--- src/rtl/lz_normalizer_if.sv ---
// Operand/result handshake bundle for the iterative leading-zero normalizer.
// The design side uses the slave modport; the producer/consumer side uses master.
interface lz_normalizer_if;
    localparam int unsigned WIDTH = 32;
    localparam int unsigned IDX_W = 5;

    logic             valid_i;
    logic             ready_o;
    logic [WIDTH-1:0] data_i;
    logic             flush_i;
    logic             valid_o;
    logic             ready_i;
    logic [WIDTH-1:0] data_o;
    logic [IDX_W-1:0] index_o;
    logic             zero_o;

    modport slave (
        input  valid_i, data_i, flush_i, ready_i,
        output ready_o, valid_o, data_o, index_o, zero_o
    );

    modport master (
        output valid_i, data_i, flush_i, ready_i,
        input  ready_o, valid_o, data_o, index_o, zero_o
    );
endinterface

--- src/rtl/lz_normalizer.sv ---
// Iterative left-normalizer: shifts an operand left until its MSB is set, STEP bits
// per cycle plus one final sub-step, reporting the leading-zero count and a zero flag.
module lz_normalizer #(
    parameter int unsigned WIDTH = 32,
    parameter int unsigned STEP  = 4
) (
    input  logic              clk_i,
    input  logic              rst_n_i,
    lz_normalizer_if.slave    bus
);
    localparam int unsigned IDX_W = $clog2(WIDTH);

    typedef enum logic [1:0] {
        IDLE  = 2'd0,
        SHIFT = 2'd1,
        DONE  = 2'd2
    } state_t;

    state_t             state_q, state_d;
    logic [WIDTH-1:0]   work_q,  work_d;
    logic [IDX_W-1:0]   cnt_q,   cnt_d;
    logic [WIDTH-1:0]   data_q,  data_d;
    logic [IDX_W-1:0]   index_q, index_d;
    logic               zero_q,  zero_d;
    logic               ready_q, ready_d;
    logic               valid_q, valid_d;

    logic [STEP-1:0]    top_nib;
    logic [IDX_W-1:0]   fine_n;
    logic               found;

    // Leading zeros within the top STEP bits of the working register.
    always_comb begin
        top_nib = work_q[WIDTH-1 -: STEP];
        fine_n  = '0;
        found   = 1'b0;
        for (int i = STEP - 1; i >= 0; i--) begin
            if (!found) begin
                if (top_nib[i]) found  = 1'b1;
                else            fine_n = fine_n + IDX_W'(1);
            end
        end
    end

    always_comb begin
        state_d = state_q;
        work_d  = work_q;
        cnt_d   = cnt_q;
        data_d  = data_q;
        index_d = index_q;
        zero_d  = zero_q;

        // Flush wins over any accept or output handshake on the same edge.
        if (bus.flush_i) begin
            state_d = IDLE;
        end else begin
            case (state_q)
                IDLE: begin
                    if (bus.valid_i && ready_q) begin
                        work_d = bus.data_i;
                        cnt_d  = '0;
                        if (bus.data_i == '0) begin
                            zero_d  = 1'b1;
                            data_d  = '0;
                            index_d = '0;
                            state_d = DONE;
                        end else begin
                            zero_d  = 1'b0;
                            state_d = SHIFT;
                        end
                    end
                end
                SHIFT: begin
                    if (top_nib == '0) begin
                        work_d = work_q << STEP;
                        cnt_d  = cnt_q + IDX_W'(STEP);
                    end else begin
                        data_d  = work_q << fine_n;
                        index_d = cnt_q + fine_n;
                        state_d = DONE;
                    end
                end
                DONE: begin
                    if (valid_q && bus.ready_i) state_d = IDLE;
                end
                default: state_d = IDLE;
            endcase
        end

        ready_d = (state_d == IDLE);
        valid_d = (state_d == DONE);
    end

    always_ff @(posedge clk_i or negedge rst_n_i) begin
        if (!rst_n_i) begin
            state_q <= IDLE;
            work_q  <= '0;
            cnt_q   <= '0;
            data_q  <= '0;
            index_q <= '0;
            zero_q  <= 1'b0;
            ready_q <= 1'b0;
            valid_q <= 1'b0;
        end else begin
            state_q <= state_d;
            work_q  <= work_d;
            cnt_q   <= cnt_d;
            data_q  <= data_d;
            index_q <= index_d;
            zero_q  <= zero_d;
            ready_q <= ready_d;
            valid_q <= valid_d;
        end
    end

    assign bus.ready_o = ready_q;
    assign bus.valid_o = valid_q;
    assign bus.data_o  = data_q;
    assign bus.index_o = index_q;
    assign bus.zero_o  = zero_q;
endmodule

--- src/flat_wrapper.sv ---
// flat-port wrapper written by rule: the top's interface ports become plain ports
module lz_normalizer_flat 
#(
    parameter int unsigned WIDTH = 32,
    parameter int unsigned STEP  = 4
)
  (clk_i, rst_n_i, bus_valid_i, bus_data_i, bus_flush_i, bus_ready_i, bus_ready_o, bus_valid_o, bus_data_o, bus_index_o, bus_zero_o);
  lz_normalizer_if bus_i ();
  input  logic clk_i;
  input  logic rst_n_i;
  input wire logic [$bits(bus_i.valid_i)-1:0] bus_valid_i;
  input wire logic [$bits(bus_i.data_i)-1:0] bus_data_i;
  input wire logic [$bits(bus_i.flush_i)-1:0] bus_flush_i;
  input wire logic [$bits(bus_i.ready_i)-1:0] bus_ready_i;
  output wire logic [$bits(bus_i.ready_o)-1:0] bus_ready_o;
  output wire logic [$bits(bus_i.valid_o)-1:0] bus_valid_o;
  output wire logic [$bits(bus_i.data_o)-1:0] bus_data_o;
  output wire logic [$bits(bus_i.index_o)-1:0] bus_index_o;
  output wire logic [$bits(bus_i.zero_o)-1:0] bus_zero_o;
  assign bus_i.valid_i = bus_valid_i;
  assign bus_i.data_i = bus_data_i;
  assign bus_i.flush_i = bus_flush_i;
  assign bus_i.ready_i = bus_ready_i;
  assign bus_ready_o = bus_i.ready_o;
  assign bus_valid_o = bus_i.valid_o;
  assign bus_data_o = bus_i.data_o;
  assign bus_index_o = bus_i.index_o;
  assign bus_zero_o = bus_i.zero_o;
  lz_normalizer #(.WIDTH(WIDTH), .STEP(STEP)) u_core (.clk_i(clk_i), .rst_n_i(rst_n_i), .bus(bus_i));
endmodule
--- config.mk ---
export PLATFORM = sky130hd
export DESIGN_NAME = lz_normalizer_flat
export DESIGN_NICKNAME = d
export VERILOG_FILES = /design/src/rtl/lz_normalizer_if.sv /design/src/rtl/lz_normalizer.sv /design/src/flat_wrapper.sv
export SDC_FILE = /design/constraint.sdc
export NUM_CORES = 1
export LEC_CHECK = 0
export ABC_CLOCK_PERIOD_IN_PS = 2340
export CORE_MARGIN = 2
export CORE_UTILIZATION = 50
export CTS_CLUSTER_DIAMETER = 150
export DETAILED_ROUTE_END_ITERATION = 8
export DONT_BUFFER_PORTS = 1
export GPL_ROUTABILITY_DRIVEN = 0
export MAX_ROUTING_LAYER = met4
export PLACE_DENSITY = 0.74
export SYNTH_ARGS = -nofsm -noshare
export SYNTH_HDL_FRONTEND = slang
export SYNTH_SLANG_ARGS = --single-unit
--- constraint.sdc ---
create_clock -name clk_i -period 2.34 [get_ports clk_i]
set_input_delay 0.351 -clock clk_i [delete_from_list [all_inputs] [get_ports clk_i]]
set_output_delay 0.351 -clock clk_i [all_outputs]
set_load 0.02 [all_outputs]
==> results of run 1 <==
==> cell usage after synthesis (all sizes together) (3+ instances only) <==
cell type / number / area, um^2
a211oi: 4 / 42.54
a21oi: 9 / 45.04
a22o: 35 / 306.5
a22oi: 20 / 150.1
a31oi: 27 / 168.9
a32o: 5 / 50.05
buf: 14 / 75.07
clkbuf: 16 / 60.06
dfrtp: 77 / 1927
ha: 4 / 50.05
inv: 5 / 18.77
mux2i: 28 / 280.3
nand2: 65 / 246.5
nand2b: 4 / 25.02
nand4: 3 / 18.77
nor2: 37 / 138.9
nor4: 9 / 71.32
o21ai: 6 / 33.78
==> state kept, by name (all words and copies together), names as in the netlist <==
| register | cells |
|---|---|
| u_core.bus.index_o | 5 |
| u_core.bus.data_o | 32 |
| u_core.state_q | 2 |
| u_core.bus.zero_o | 1 |
| u_core.work_q | 32 |
| u_core.bus.valid_o | 1 |
| u_core.cnt_q | 3 |
| u_core.bus.ready_o | 1 |
==> metal layers <==
layer  vias to the layer above  global-route usage  share of wire
met5                         -                   -              0
met4                         0             0.06863          0.012
met3                         9             0.06347          0.081
met2                       122              0.3163           0.42
met1                      1508              0.3729           0.48
li1                       1474                   -              -
==> cells by family after synthesis <==
group | count (synthesis) | share of synthesized area
multiplexers | 29 | 0.07413
buffers and inverters | 35 | 0.03914
AO/OA/AOI/OAI | 124 | 0.2402
adder cells (fa/ha/maj) | 4 | 0.01273
other | 1 | 0.0009536
flip-flops | 77 | 0.4900
XOR/XNOR | 2 | 0.004455
AND/OR/NAND/NOR | 125 | 0.1384
==> what timing repair did <==
item,CTS,global route
hold buffers,2,0
endpoints found under the hold margin,77,0
setup endpoints to repair,0,0
==> per-stage QoR <==
stage / total power [W] / area [um^2]
6_report: 0.005659 / 4300
4_1_cts: 0.005660 / 4300
3_5_place_dp: 0.004605 / 4064
2_1_floorplan: 0.004065 / 3933
5_1_grt: 0.006021 / 4300
3_3_place_gp: 0.004522 / 4064
==> power by group through the flow <==
stage	clock (W)	sequential, W	combinational (W)
after floorplan	0	0.00263	0.00144
after global placement	0	0.00283	0.00169
after detailed placement	0	0.00285	0.00175
after CTS	0.00104	0.00282	0.00179
after global routing	0.00110	0.00290	0.00202
final	0.00103	0.00283	0.00180
==> path summary, 6_finish.rpt <==
kind	startpoint	end	slack (ns)	cells after the start
worst max-delay path	u_core.work_q[30]	u_core.bus.data_o[18]	0.16	8
worst min-delay path	bus_flush_i	u_core.state_q[0]	0.06	1
worst max register to register	u_core.work_q[30]	u_core.bus.data_o[18]	0.16	8
worst min register to register	u_core.cnt_q[2]	u_core.cnt_q[2]	0.52	1
max in group asynchronous	rst_n_i	u_core.bus.data_o[23]	1.48	2
min in group asynchronous	rst_n_i	u_core.bus.valid_o	0.53	2
==> layout make-up <==
cell class              count  area [um^2]
clock buffers              13        168.9
clock inverters             1        30.03
fillers                   697         3387
inverters                   5        18.77
multi-input cells         285         1861
flip-flops and latches     77         1927
well taps                 102        127.6
repair buffers             16        167.7
==> flow_summary.toml, run 1 <==
[critical_path]
worst-setup-path-type = "reg -> reg"
crit_path_max_fanout = 29
cp_cell_sequence = "buf_4, nor2_1, ha_1, o31a_1, buf_12, mux2i_1, a22oi_1, a22o_1"
cp_data_required_time_ns = 2.58
timing.critical_path.max_delay_family = "compound AO/OA/AOI/OAI gates"
critical_path_cell_with_the_highest_stage_delay = "sky130_fd_sc_hd__dfrtp_1"
crit_arrival_ns = 2.42
critical_path.endpoint_type = "register"
cp_num_buf_inv = 2
critical_path.startpoint_type = "register"
cpPeakStageDelay_ns = 0.38

[logic_synthesis]
postSynthRegisterBits = 77
yosys_warnings = 0
post_synth_num_cell_types = 43
ys_seq_area_frac = 0.4900
synthesis.area_mm2 = 0.003933
async_flop_share = 1.000
mappedNetlistNets = 438
synth-edff-count = 0
post_syn_instances = 397
synth_ff_type = "sky130_fd_sc_hd__dfrtp_1"
avgSynthCellArea_um2 = 9.906

[clocking]
cts-root-to-sink-buffers = 2
root_buffer = "sky130_fd_sc_hd__clkbuf_8"
cts.clk_slew.worst_paths_ns = 0.08
cts.htree.levels = 3
cts_repair_resize_count = 0
worstSkewPairLatency_ns = 0.35
postCtsSetupBuffers = 0
cts_tree = "yes"
cts-buffers-inserted = 9
clock-sinks = 77

[grt]
grt_pass1_vias = 2983
grtUsageTotal = 0.2431
antenna_found_initial = 0
grt_pass1_wl_mm = 15.84
grt_start_max_net_pins = 78
grt-ovfl-total = 0

[drt]
drtAntennaViolNets = 0
first_iter_violations = 227
num_vias = 3113
detail_route.first_pass.iterations = 5
routed_wirelength_mm = 9.557
viasPerCell = 6.238
route.detailed.drc = 0
detail_route.wl_per_cell_um = 19.15

[sta]
worst_hold_slack_ns = 0.06352
setup_total_negative_slack_ns = 0
clock_skew_ns = 0.01021
report.final.hold_viol_count = 0
finalCritPeriodShare = 0.9317
report.final.setup_viol = 0
drv_slew = 0
setup_slack_ns = 0.1598
slew_headroom = 0.6627
final_period_minus_worst_setup_slack_ns = 2.180
rsz0062_at_grt = "no"
clock.fmax_mhz = 458.7
worst_margin_pin_slew_ns = 0.5031

[floorplanning]
initial_utilization = 0.5116
core_area_mm2 = 0.007687
die_area_mm2 = 0.008591
io_pins = 77
core.rowCount = 32
die_w_um = 92.69
die_height_um = 92.69

[power_and_ir_drop]
cellInternalPower_w = 0.003299
leakage_power_total_nw = 1.756
p_clk_frac = 0.182
power.share.switching = 0.4170
power.ir.vdd_worst_mv = 0.4612
powerDensity_mw_per_mm2 = 1316
power_frac_seq = 0.499
power_frac_comb = 0.318
switching_power_w = 0.002360

[placed_design]
placed_cells = 483
placement.setup.worst_slack_ns = 0.1827
place.detailed.hpwl_mm = 6.769
io_buffer_count = 0

[flow_run]
timing.max_cap.violations = 0

[final_layout]
insertedDiodeCount = 0
layout_common_cells = "sky130_fd_sc_hd__dfrtp_1, sky130_fd_sc_hd__nand2_1, sky130_fd_sc_hd__nor2_1, sky130_fd_sc_hd__a22o_1, sky130_fd_sc_hd__mux2i_1"
post_layout_instance_count_excluding_filler_cells = 499
final_nets = 435
layout.core_utilization = 0.5594
post_route_cells_drive_above_1_share = 0.08816
layout.cells.most_common = "sky130_fd_sc_hd__dfrtp_1"
syn_to_final_growth_pct = 9.354

[status]
result_of_the_run = "finished clean"

[worst_hold_path]
min-delay-path-class = "in -> reg"
Power figures use the tool's default switching activity.
==> run 2: changes to the inputs <==
--- a/config.mk
+++ b/config.mk
@@ -12,8 +12,8 @@
 export DETAILED_ROUTE_END_ITERATION = 8
 export DONT_BUFFER_PORTS = 1
 export GPL_ROUTABILITY_DRIVEN = 0
-export MAX_ROUTING_LAYER = met4
 export PLACE_DENSITY = 0.74
+export RECOVER_POWER = 50
 export SYNTH_ARGS = -nofsm -noshare
 export SYNTH_HDL_FRONTEND = slang
 export SYNTH_SLANG_ARGS = --single-unit
==> flow_summary.toml, run 2 (synthesized netlist as in run 1, its figures left out) <==
[status]
result_of_the_run = "finished clean"

[sta]
report.final.setup_viol = 0
setup_slack_ns = 0.1551
setup_total_negative_slack_ns = 0
slew_headroom = 0.3092
worst_margin_pin_slew_ns = 1.036
finalCritPeriodShare = 0.9337
rsz0062_at_grt = "no"
report.final.hold_viol_count = 0
final_period_minus_worst_setup_slack_ns = 2.185
clock.fmax_mhz = 457.7
clock_skew_ns = 0.01045
drv_slew = 0

[clocking]
postCtsSetupBuffers = 0
cts_tree = "yes"
cts-buffers-inserted = 9
root_buffer = "sky130_fd_sc_hd__clkbuf_8"
cts.htree.levels = 3
clock-sinks = 77
worstSkewPairLatency_ns = 0.35
cts-root-to-sink-buffers = 2
cts.clk_slew.worst_paths_ns = 0.08

[grt]
grt-ovfl-total = 0
grt_pass1_vias = 2977
grtUsageTotal = 0.2361
antenna_found_initial = 0
grt_start_max_net_pins = 78
grt_pass1_wl_mm = 15.82

[floorplanning]
io_pins = 77
die_w_um = 92.69
core.rowCount = 32
initial_utilization = 0.5116
core_area_mm2 = 0.007687
die_area_mm2 = 0.008591
die_height_um = 92.69

[final_layout]
layout_common_cells = "sky130_fd_sc_hd__dfrtp_1, sky130_fd_sc_hd__nand2_1, sky130_fd_sc_hd__nor2_1, sky130_fd_sc_hd__a22o_1, sky130_fd_sc_hd__mux2i_1"
layout.cells.most_common = "sky130_fd_sc_hd__dfrtp_1"
final_nets = 435
stdcell_area_mm2 = 0.004280
post_route_cells_drive_above_1_share = 0.08816
syn_to_final_growth_pct = 8.845
post_layout_instance_count_excluding_filler_cells = 499
insertedDiodeCount = 0
nFillCells = 699

[placed_design]
placed_cells = 483
placement.setup.worst_slack_ns = 0.1827
placed_area_mm2 = 0.004064
place.detailed.hpwl_mm = 6.769
io_buffer_count = 0

[drt]
detail_route.wl_per_cell_um = 19.19
num_vias = 3128
first_iter_violations = 240
drtAntennaViolNets = 0
route.detailed.drc = 0
detail_route.first_pass.iterations = 4
routed_wirelength_mm = 9.574
viasPerCell = 6.269

[flow_run]
timing.max_cap.violations = 0

[power_and_ir_drop]
power.ir.vdd_worst_mv = 0.4638
powerDensity_mw_per_mm2 = 1320
design_power_total_w = 0.005650
leakage_power_total_nw = 1.748

[critical_path]
worst-setup-path-type = "reg -> reg"
timing.critical_path.max_delay_family = "compound AO/OA/AOI/OAI gates"
critical_path.startpoint_type = "register"
cp_num_buf_inv = 2
crit_arrival_ns = 2.42
crit_path_max_fanout = 29
cpPeakStageDelay_ns = 0.38
cp_cell_sequence = "buf_4, nor2_1, ha_1, o31a_1, buf_12, mux2i_1, a22oi_1, a22o_1"
critical_path_cell_with_the_highest_stage_delay = "sky130_fd_sc_hd__dfrtp_1"
critical_path.endpoint_type = "register"
cp_data_required_time_ns = 2.58

[worst_hold_path]
min-delay-path-class = "in -> reg"
run 2: changes by cell type in the layout (fill, tap and decap cells not counted):
cell and delta:
sky130_fd_sc_hd__buf_16 -1, sky130_fd_sc_hd__clkbuf_4 +1
run 2: per-layer routing:
metal,share of wire,GRT usage
met1,0.49,0.3697
met2,0.42,0.3151
met3,0.081,0.06591
met4,0.013,0.07230
met5,0,0
run 2: report_power, final:
| part | internal, W | total, W | switching [W] |
|---|---|---|---|
| clock network | 0.000570 | 0.00103 | 0.000460 |
| registers | 0.00186 | 0.00283 | 0.000969 |
| logic | 0.000867 | 0.00179 | 0.000927 |
run 2: timing repair:
action | CTS | global route
resized for setup | 0 | 0
hold buffers | 2 | 0
endpoints found under the hold margin | 77 | 0
run 2: worst paths after layout:
check                           cells past startpoint               endpoint         startpoint  slack (ns)
worst min-delay path                                1      u_core.state_q[0]        bus_flush_i        0.06
worst min register to register                      1        u_core.cnt_q[2]    u_core.cnt_q[2]        0.52
worst max-delay path                                8  u_core.bus.data_o[22]  u_core.work_q[30]        0.16
min in group asynchronous                           2     u_core.bus.valid_o            rst_n_i        0.73
max in group asynchronous                           2  u_core.bus.data_o[25]            rst_n_i        0.93
worst max register to register                      8  u_core.bus.data_o[22]  u_core.work_q[30]        0.16
run 2: through the flow:
step                      utilization  hold slack (ns)
after global placement         0.5286          0.05665
after global routing           0.5568          0.05173
after CTS                      0.5594          0.05468
after floorplan                     -          0.05541
after detailed placement       0.5286          0.05632
final                          0.5568          0.06377
run 2: worst reg2reg max path, cell delays in order (launching register included):
cell and delay (ns):
sky130_fd_sc_hd__dfrtp_1 0.38, sky130_fd_sc_hd__buf_4 0.16, sky130_fd_sc_hd__nor2_1 0.18, sky130_fd_sc_hd__ha_1 0.29
sky130_fd_sc_hd__o31a_1 0.28, sky130_fd_sc_hd__buf_12 0.18, sky130_fd_sc_hd__mux2i_1 0.26, sky130_fd_sc_hd__a22oi_1 0.14
sky130_fd_sc_hd__a22o_1 0.21
run 2: area by class of cell:
type                       count  area [um^2]  share of cell area
sequential                    77         1927              0.4502
inverter                       5        18.77            0.004385
tap                          102        127.6             0.02982
multi-input combinational    285         1861              0.4347
clock inverter                 1        30.03            0.007015
clock buffer                  13        168.9             0.03946
timing repair buffer          16        147.6             0.03449
